`config.mk`:
```
export PLATFORM = sky130hd
export DESIGN_NAME = pixel_queue
export DESIGN_NICKNAME = d
export VERILOG_FILES = /design/src/rtl/tiny_canvas_pkg.sv /design/src/rtl/pixel_fifo_mem.sv /design/src/rtl/pixel_queue.sv
export SDC_FILE = /design/constraint.sdc
export NUM_CORES = 1
export LEC_CHECK = 0
export CAP_MARGIN = 25
export CORE_ASPECT_RATIO = 0.8
export CORE_UTILIZATION = 40
export CTS_BUF_LIST = sky130_fd_sc_hd__clkbuf_16
export DETAILED_ROUTE_END_ITERATION = 7
export PLACE_DENSITY = 0.61
export SYNTH_ARGS = -nofsm -noshare
export SYNTH_HDL_FRONTEND = slang
export SYNTH_HIERARCHICAL = 1
export SYNTH_SLANG_ARGS = --single-unit
```
`constraint.sdc`:
```
create_clock -name clk -period 4.1 [get_ports clk]
set_clock_uncertainty 0.1 [all_clocks]
set_input_delay 0.41 -clock clk [delete_from_list [all_inputs] [get_ports clk]]
set_output_delay 0.41 -clock clk [all_outputs]
set_load 0.02 [all_outputs]
```
`src/rtl/tiny_canvas_pkg.sv`:
```
// Shared types for the tiny canvas pixel path.
//  COORD_W / COLOR_W : pixel coordinate and RGB widths
//  pixel_entry_t     : one queued pixel {restore, color, y, x}
package tiny_canvas_pkg;

    localparam int unsigned COORD_W = 8;
    localparam int unsigned COLOR_W = 3;

    typedef struct packed {
        logic               restore;
        logic [COLOR_W-1:0] color;
        logic [COORD_W-1:0] y;
        logic [COORD_W-1:0] x;
    } pixel_entry_t;

    localparam int unsigned ENTRY_W = $bits(pixel_entry_t);

endpackage

```
`src/rtl/pixel_fifo_mem.sv`:
```
// Pixel FIFO storage: DEPTH x pixel_entry_t register array.
//  clk   : write clock
//  we    : write enable, waddr/wdata written on the rising edge
//  raddr : asynchronous read address, rdata follows it combinationally
module pixel_fifo_mem
    import tiny_canvas_pkg::*;
#(
    parameter int unsigned DEPTH  = 16,
    parameter int unsigned ADDR_W = $clog2(DEPTH)
) (
    input  logic              clk,
    input  logic              we,
    input  logic [ADDR_W-1:0] waddr,
    input  pixel_entry_t      wdata,
    input  logic [ADDR_W-1:0] raddr,
    output pixel_entry_t      rdata
);

    pixel_entry_t mem [DEPTH];

    // Storage needs no reset: the top gates the head with head_valid.
    always_ff @(posedge clk) begin
        if (we) begin
            mem[waddr] <= wdata;
        end
    end

    assign rdata = mem[raddr];

endmodule

```
`src/rtl/pixel_queue.sv`:
```
// Pixel write queue between the packet stage and the I2C readout.
// Merges painted pixels (priority) and undo/redo restore pixels (via a
// one-entry holding register) into a first-word fall-through FIFO and
// counts every lost entry.
//  clk, rst_n                         : clock, async active-low reset
//  pkt_valid/pkt_x/pkt_y/pkt_color    : painted pixel pulse
//  rst_valid/rst_x/rst_y/rst_color    : restore pixel pulse
//  pop                                : consumer took the head entry
//  flush                              : clear FIFO, hold reg, dedup state
//  clr_drop                           : clear overflow and drop_cnt
//  head_valid/head_x/head_y/head_color/head_restore : FWFT head
//  level                              : occupied entries 0..DEPTH
//  overflow / drop_cnt                : sticky loss flag, saturating count
// Build option: define PIXQ_DEDUP_EN to discard a painted pixel equal to
// the last accepted painted pixel.
module pixel_queue
    import tiny_canvas_pkg::*;
#(
    parameter int unsigned DEPTH  = 16,
    parameter int unsigned ADDR_W = $clog2(DEPTH),
    parameter int unsigned DROP_W = 8
) (
    input  logic               clk,
    input  logic               rst_n,
    input  logic               pkt_valid,
    input  logic [7:0]         pkt_x,
    input  logic [7:0]         pkt_y,
    input  logic [2:0]         pkt_color,
    input  logic               rst_valid,
    input  logic [7:0]         rst_x,
    input  logic [7:0]         rst_y,
    input  logic [2:0]         rst_color,
    input  logic               pop,
    input  logic               flush,
    input  logic               clr_drop,
    output logic               head_valid,
    output logic [7:0]         head_x,
    output logic [7:0]         head_y,
    output logic [2:0]         head_color,
    output logic               head_restore,
    output logic [ADDR_W:0]    level,
    output logic               overflow,
    output logic [DROP_W-1:0]  drop_cnt
);

    pixel_entry_t      pkt_entry, rst_entry, hold_entry, wr_entry, rd_entry;
    logic              hold_valid;
    logic [ADDR_W-1:0] wr_ptr, rd_ptr;
    logic [ADDR_W:0]   level_next;
    logic              pkt_dup, pkt_push, wr_req, wr_en, pop_en, full;
    logic              hold_load, hold_clear, rst_drop, full_drop;
    logic [1:0]        drop_inc;
    logic [DROP_W:0]   cnt_base, cnt_sum;
    logic [DROP_W-1:0] cnt_next;

    always_comb begin
        pkt_entry         = '0;
        pkt_entry.restore = 1'b0;
        pkt_entry.color   = pkt_color;
        pkt_entry.y       = pkt_y;
        pkt_entry.x       = pkt_x;
        rst_entry         = '0;
        rst_entry.restore = 1'b1;
        rst_entry.color   = rst_color;
        rst_entry.y       = rst_y;
        rst_entry.x       = rst_x;
    end

    // Arbitration: painted pixel first, then held restore, then a fresh
    // restore written straight through when nothing is waiting.
    always_comb begin
        wr_req     = 1'b0;
        wr_entry   = pkt_entry;
        hold_load  = 1'b0;
        hold_clear = 1'b0;
        rst_drop   = 1'b0;
        pkt_push   = pkt_valid & ~pkt_dup;
        if (pkt_push) begin
            wr_req = 1'b1;
            if (rst_valid) begin
                if (hold_valid) rst_drop  = 1'b1;
                else            hold_load = 1'b1;
            end
        end else if (hold_valid) begin
            wr_req   = 1'b1;
            wr_entry = hold_entry;
            if (rst_valid) hold_load  = 1'b1;
            else           hold_clear = 1'b1;
        end else if (rst_valid) begin
            wr_req   = 1'b1;
            wr_entry = rst_entry;
        end
    end

    // Full/empty handling; a pop while full frees the slot for this write.
    always_comb begin
        full       = (level == (ADDR_W+1)'(DEPTH));
        pop_en     = pop & (level != '0) & ~flush;
        wr_en      = wr_req & (~full | pop_en) & ~flush;
        full_drop  = wr_req & full & ~pop_en & ~flush;
        level_next = level + (ADDR_W+1)'(wr_en) - (ADDR_W+1)'(pop_en);
        if (flush) level_next = '0;
        drop_inc   = 2'({1'b0, rst_drop & ~flush}) + 2'({1'b0, full_drop});
        cnt_base   = clr_drop ? '0 : {1'b0, drop_cnt};
        cnt_sum    = cnt_base + (DROP_W+1)'(drop_inc);
        cnt_next   = cnt_sum[DROP_W] ? '1 : cnt_sum[DROP_W-1:0];
    end

    pixel_fifo_mem #(.DEPTH(DEPTH), .ADDR_W(ADDR_W)) u_mem (
        .clk   (clk),
        .we    (wr_en),
        .waddr (wr_ptr),
        .wdata (wr_entry),
        .raddr (rd_ptr),
        .rdata (rd_entry)
    );

    // Pointers, level and the restore holding register.
    always_ff @(posedge clk or negedge rst_n) begin
        if (!rst_n) begin
            wr_ptr     <= '0;
            rd_ptr     <= '0;
            level      <= '0;
            head_valid <= 1'b0;
            hold_valid <= 1'b0;
            hold_entry <= '0;
        end else begin
            level      <= level_next;
            head_valid <= (level_next != '0);
            if (flush) begin
                wr_ptr     <= '0;
                rd_ptr     <= '0;
                hold_valid <= 1'b0;
            end else begin
                if (wr_en)  wr_ptr <= wr_ptr + 1'b1;
                if (pop_en) rd_ptr <= rd_ptr + 1'b1;
                if (hold_load) begin
                    hold_valid <= 1'b1;
                    hold_entry <= rst_entry;
                end else if (hold_clear) begin
                    hold_valid <= 1'b0;
                end
            end
        end
    end

    // Loss accounting; a drop in the same cycle as clr_drop survives.
    always_ff @(posedge clk or negedge rst_n) begin
        if (!rst_n) begin
            overflow <= 1'b0;
            drop_cnt <= '0;
        end else if (clr_drop || drop_inc != 2'd0) begin
            overflow <= (drop_inc != 2'd0);
            drop_cnt <= cnt_next;
        end
    end

`ifdef PIXQ_DEDUP_EN
    logic                         last_valid;
    logic [2*COORD_W+COLOR_W-1:0] last_pix;

    assign pkt_dup = last_valid && (last_pix == {pkt_color, pkt_y, pkt_x});

    // Remember the last painted pixel that actually entered the FIFO.
    always_ff @(posedge clk or negedge rst_n) begin
        if (!rst_n) begin
            last_valid <= 1'b0;
            last_pix   <= '0;
        end else if (flush) begin
            last_valid <= 1'b0;
        end else if (pkt_push && wr_en) begin
            last_valid <= 1'b1;
            last_pix   <= {pkt_color, pkt_y, pkt_x};
        end
    end
`else
    assign pkt_dup = 1'b0;
`endif

    // Head reads as zero while empty so reset/flush show a clean bus.
    always_comb begin
        head_x       = head_valid ? rd_entry.x       : '0;
        head_y       = head_valid ? rd_entry.y       : '0;
        head_color   = head_valid ? rd_entry.color   : '0;
        head_restore = head_valid ? rd_entry.restore : 1'b0;
    end

endmodule

```
==> metrics list <==
- Post-detailed-route via-to-cell ratio: 5.41
- In the final layout, the share of cells above drive strength 1 is 21.6%.
* Global-route wire length before repair: 49800 um
- Router iterations before antenna repair: 5
- Dividing the final minimum period by the clock period gives 86.7%.
* Top cells by instance count after synthesis: sky130_fd_sc_hd__edfxtp_1 (320), sky130_fd_sc_hd__mux4_2 (64), sky130_fd_sc_hd__a22oi_1 (59)
- Number of global-route vias before repair: 8006
- Excluding fillers, the count of instances in the completed layout stands at 1430.
- Sinks on the clock net: 364
- Once detailed placement completed, the half-perimeter wirelength came to 19300 um.
* Register clock-pin slew on the reported worst setup and hold paths: 0.06 ns
* Setup repair after global routing missed its margin: no
- Boundary pin count: 80
- Top cell family by delay on the critical path: buffers and inverters
* Ant diodes: 0
- Post-synthesis async set-or-reset flop share: 12.1%
- Leakage power of the design: 0.00607 uW
- After floorplanning, the core was divided into 62 placement rows.
- VDD sags by at most 0.314 mV.
- Number of register bits inferred by synthesis: 364
- Entering global routing, the biggest net connects 41 pins.
- Clk Latency, worst-skew pair: 0.51 ns
* TritonCTS clock tree: yes
* Signal arrival time at the worst endpoint: 3.05 ns
* Count of nets left with antenna violations after detail routing: 0
- Ratio of total power to cell area: 558 nW/um2
- Number of buffers inserted to repair setup after CTS: 0
- After floorplanning, the core was sized to cover 36300 um2.
- Htree depth: 2
- Traced cell by cell, the critical path runs through buf_12 > mux4_1 > a22oi_1 > nand2_1 > and2_1 > clkdlybuf4s50_1.
* RD Place Congestion: 0.766
- PortBufs: 79
- In the synthesized netlist, the number of instances is 799.
- Maximum capacitance violations: 0
- In this design, the stage delay of the slowest critical-path cell is 0.63 ns.
* 1st-iter DRT viols: 587
* Type of element launching the critical path: flop
* Endpoint class of the critical path: output port
- For the pin with the worst max-slew slack, the measured transition is 1.06 ns.
- Post-Syn Area per Cell: 18.7 um2
* Portion of the post-synthesis area used by sequential elements: 71.8%
- Net count after synthesis: 858
* Number of antenna violations at the first check in global routing: 0
* Most used flip-flop cell after synthesis: sky130_fd_sc_hd__edfxtp_1
- Synthesis instantiated 45 different standard cells from the library.
- Cells taking the most area after synthesis: sky130_fd_sc_hd__edfxtp_1 (64%), sky130_fd_sc_hd__mux4_2 (9.7%), sky130_fd_sc_hd__dfrtp_1 (7.4%)
* Final period demand of the worst path: 3.56 ns
- Post-DR wirelength/cell: 23.0 um
- Outcome: completed
- Together, buffers and inverters on the worst path number 2.
- For this block, the via count after detailed routing is 7736.
- Placed cells: 1368
* Max-slew violations: 0
* Die height: 175 um
- Total DRC errors in the routed layout: 0
* Inserted Clock Buffers: 37
- Final number of hold-violating endpoints: 0
- Yosys Warn Count: 6
* Post-detailed-routing wire length: 32900 um
- The largest total area in the synthesized netlist belongs to sky130_fd_sc_hd__edfxtp_1.
- The mapped netlist covers 14900 um2.
- Achievable frequency: 0.281 GHz
* Nets: 987
- Measured along the x axis, the die boundary spans 218 um.
- From synthesis to final layout, the design area changed by 18.6%.
* Critical Path Fanout Max: 38
- The floorplan step defined a die boundary enclosing 38100 um2.
- Headroom to the max-slew limit: 29.2%
- Type of the worst min-delay path: input pin to async pin
* Final Util: 48.7%
- The initial utilization of the core area, before any placement, comes to 41.1%.
- Cell type of the slowest stage on the worst timing path: sky130_fd_sc_hd__mux4_1
- Cell with the most instances after synthesis: sky130_fd_sc_hd__edfxtp_1
- Global routing consumed, over all layers together, 17.7% of the routing resources.
- EDFF count, synth: 320
- The worst setup path is of the flop to output port kind.
- Worst EP required: 3.59 ns
- Setup violation total in the final timing report: 0
- The longest clock path from root to sink contains 3 buffers.
- CTS placed an instance of sky130_fd_sc_hd__clkbuf_16 at the clock tree root.
* Congestion Overflow GR: 0
- Of the post-synthesis cell area, the dominant cell type holds 64.4%.
- After routing, the total negative slack on setup checks comes to 0 ns.
==> flip-flops by register name (all words and copies together), names as in the netlist <==
register / count
u_mem/mem: 320
hold_entry: 20
drop_cnt: 8
level: 5
rd_ptr: 4
wr_ptr: 4
head_valid: 1
hold_valid: 1
overflow: 1
==> final cells by class <==
class / instances / area, um2
clock buffers: 37 / 926
clock inverters: 24 / 148
fillers: 3040 / 18600
inverters: 17 / 63.8
multi-input cells: 377 / 3970
flip-flops and latches: 364 / 10700
well taps: 480 / 601
repair buffers: 131 / 1270
==> timing repair <==
action / CTS / global route
setup endpoints to repair: 0 / 0
gates resized for setup: 0 / 0
hold buffers: 1 / 0
endpoints found under the hold margin: 8 / 0
==> logic make-up after synthesis <==
family | synth area share [%]
xor+xnor | 0.587
compound gates | 4.81
mux | 14.7
simple gates | 4.91
buf+inv | 1.95
flops | 71.8
fa+ha+maj | 1.27
==> final timing paths <==
| kind | startpoint | to | slack, ns | cells past startpoint |
|---|---|---|---|---|
| setup reg to reg | level[2]$_DFF_PN0_ | drop_cnt[2]$_DFFE_PN0P_ | 0.62 | 13 |
| hold / removal | rst_n | hold_entry[1]$_DFFE_PN0P_ | 0.17 | 2 |
| min in group clk | hold_entry[19]$_DFFE_PN0P_ | hold_entry[19]$_DFFE_PN0P_ | 0.39 | 1 |
| hold reg to reg | hold_entry[19]$_DFFE_PN0P_ | hold_entry[19]$_DFFE_PN0P_ | 0.39 | 1 |
| setup / recovery | rd_ptr[0]$_DFFE_PN0P_ | head_restore | 0.54 | 6 |
| max in group asynchronous | rst_n | rd_ptr[0]$_DFFE_PN0P_ | 2.95 | 3 |
==> layer usage <==
layer,part of all wire (%),routed length (um),global-route usage (%),vias to the layer above
li1,-,-,-,3462
met1,47,15600,26.9,4006
met2,45,14800,26.5,223
met3,5.5,1810,2.63,45
met4,2.0,666,4.60,0
met5,0,0,0,-
==> through the flow <==
step	hold WS [ns]	power (uW)	instance area, um2	setup WS [ns]
after floorplan	0.0144	6120	14900	0.301
after global placement	0.175	6890	16600	0.387
after detailed placement	0.176	6920	16600	0.314
after CTS	0.160	9990	17700	0.466
after global routing	0.223	10300	17700	0.354
final	0.167	9880	17700	0.545
==> power breakdown <==
| part | internal (uW) | total, uW | switching (uW) |
|---|---|---|---|
| Combinational | 1210 | 2350 | 1140 |
| Sequential | 4280 | 4450 | 166 |
| Clock | 1750 | 3080 | 1330 |
==> layout by cell type (no fill, tap or decap), types with 7 or more instances in the layout <==
master                            synthesis  routed
sky130_fd_sc_hd__buf_4                    4      44
sky130_fd_sc_hd__nand2b_1                 8       8
sky130_fd_sc_hd__dfrtp_1                 44      42
sky130_fd_sc_hd__edfxtp_1               320     320
sky130_fd_sc_hd__ha_1                    12      12
sky130_fd_sc_hd__nand2_1                 46      46
sky130_fd_sc_hd__buf_12                   0       7
sky130_fd_sc_hd__o21ai_0                 23      23
sky130_fd_sc_hd__mux4_2                  64      64
sky130_fd_sc_hd__clkdlybuf4s50_1          0      78
sky130_fd_sc_hd__and2_1                  23      23
sky130_fd_sc_hd__nor2b_1                 11       9
sky130_fd_sc_hd__nor2_1                  33      20
sky130_fd_sc_hd__nor2_2                   0      13
sky130_fd_sc_hd__a22oi_1                 59      59
sky130_fd_sc_hd__inv_1                   17      29
sky130_fd_sc_hd__a21oi_1                  8       8
sky130_fd_sc_hd__clkbuf_16                0      37
sky130_fd_sc_hd__mux2_4                  19      19
sky130_fd_sc_hd__mux4_1                  16      16
No activity file was read; power rests on OpenSTA's default activity.
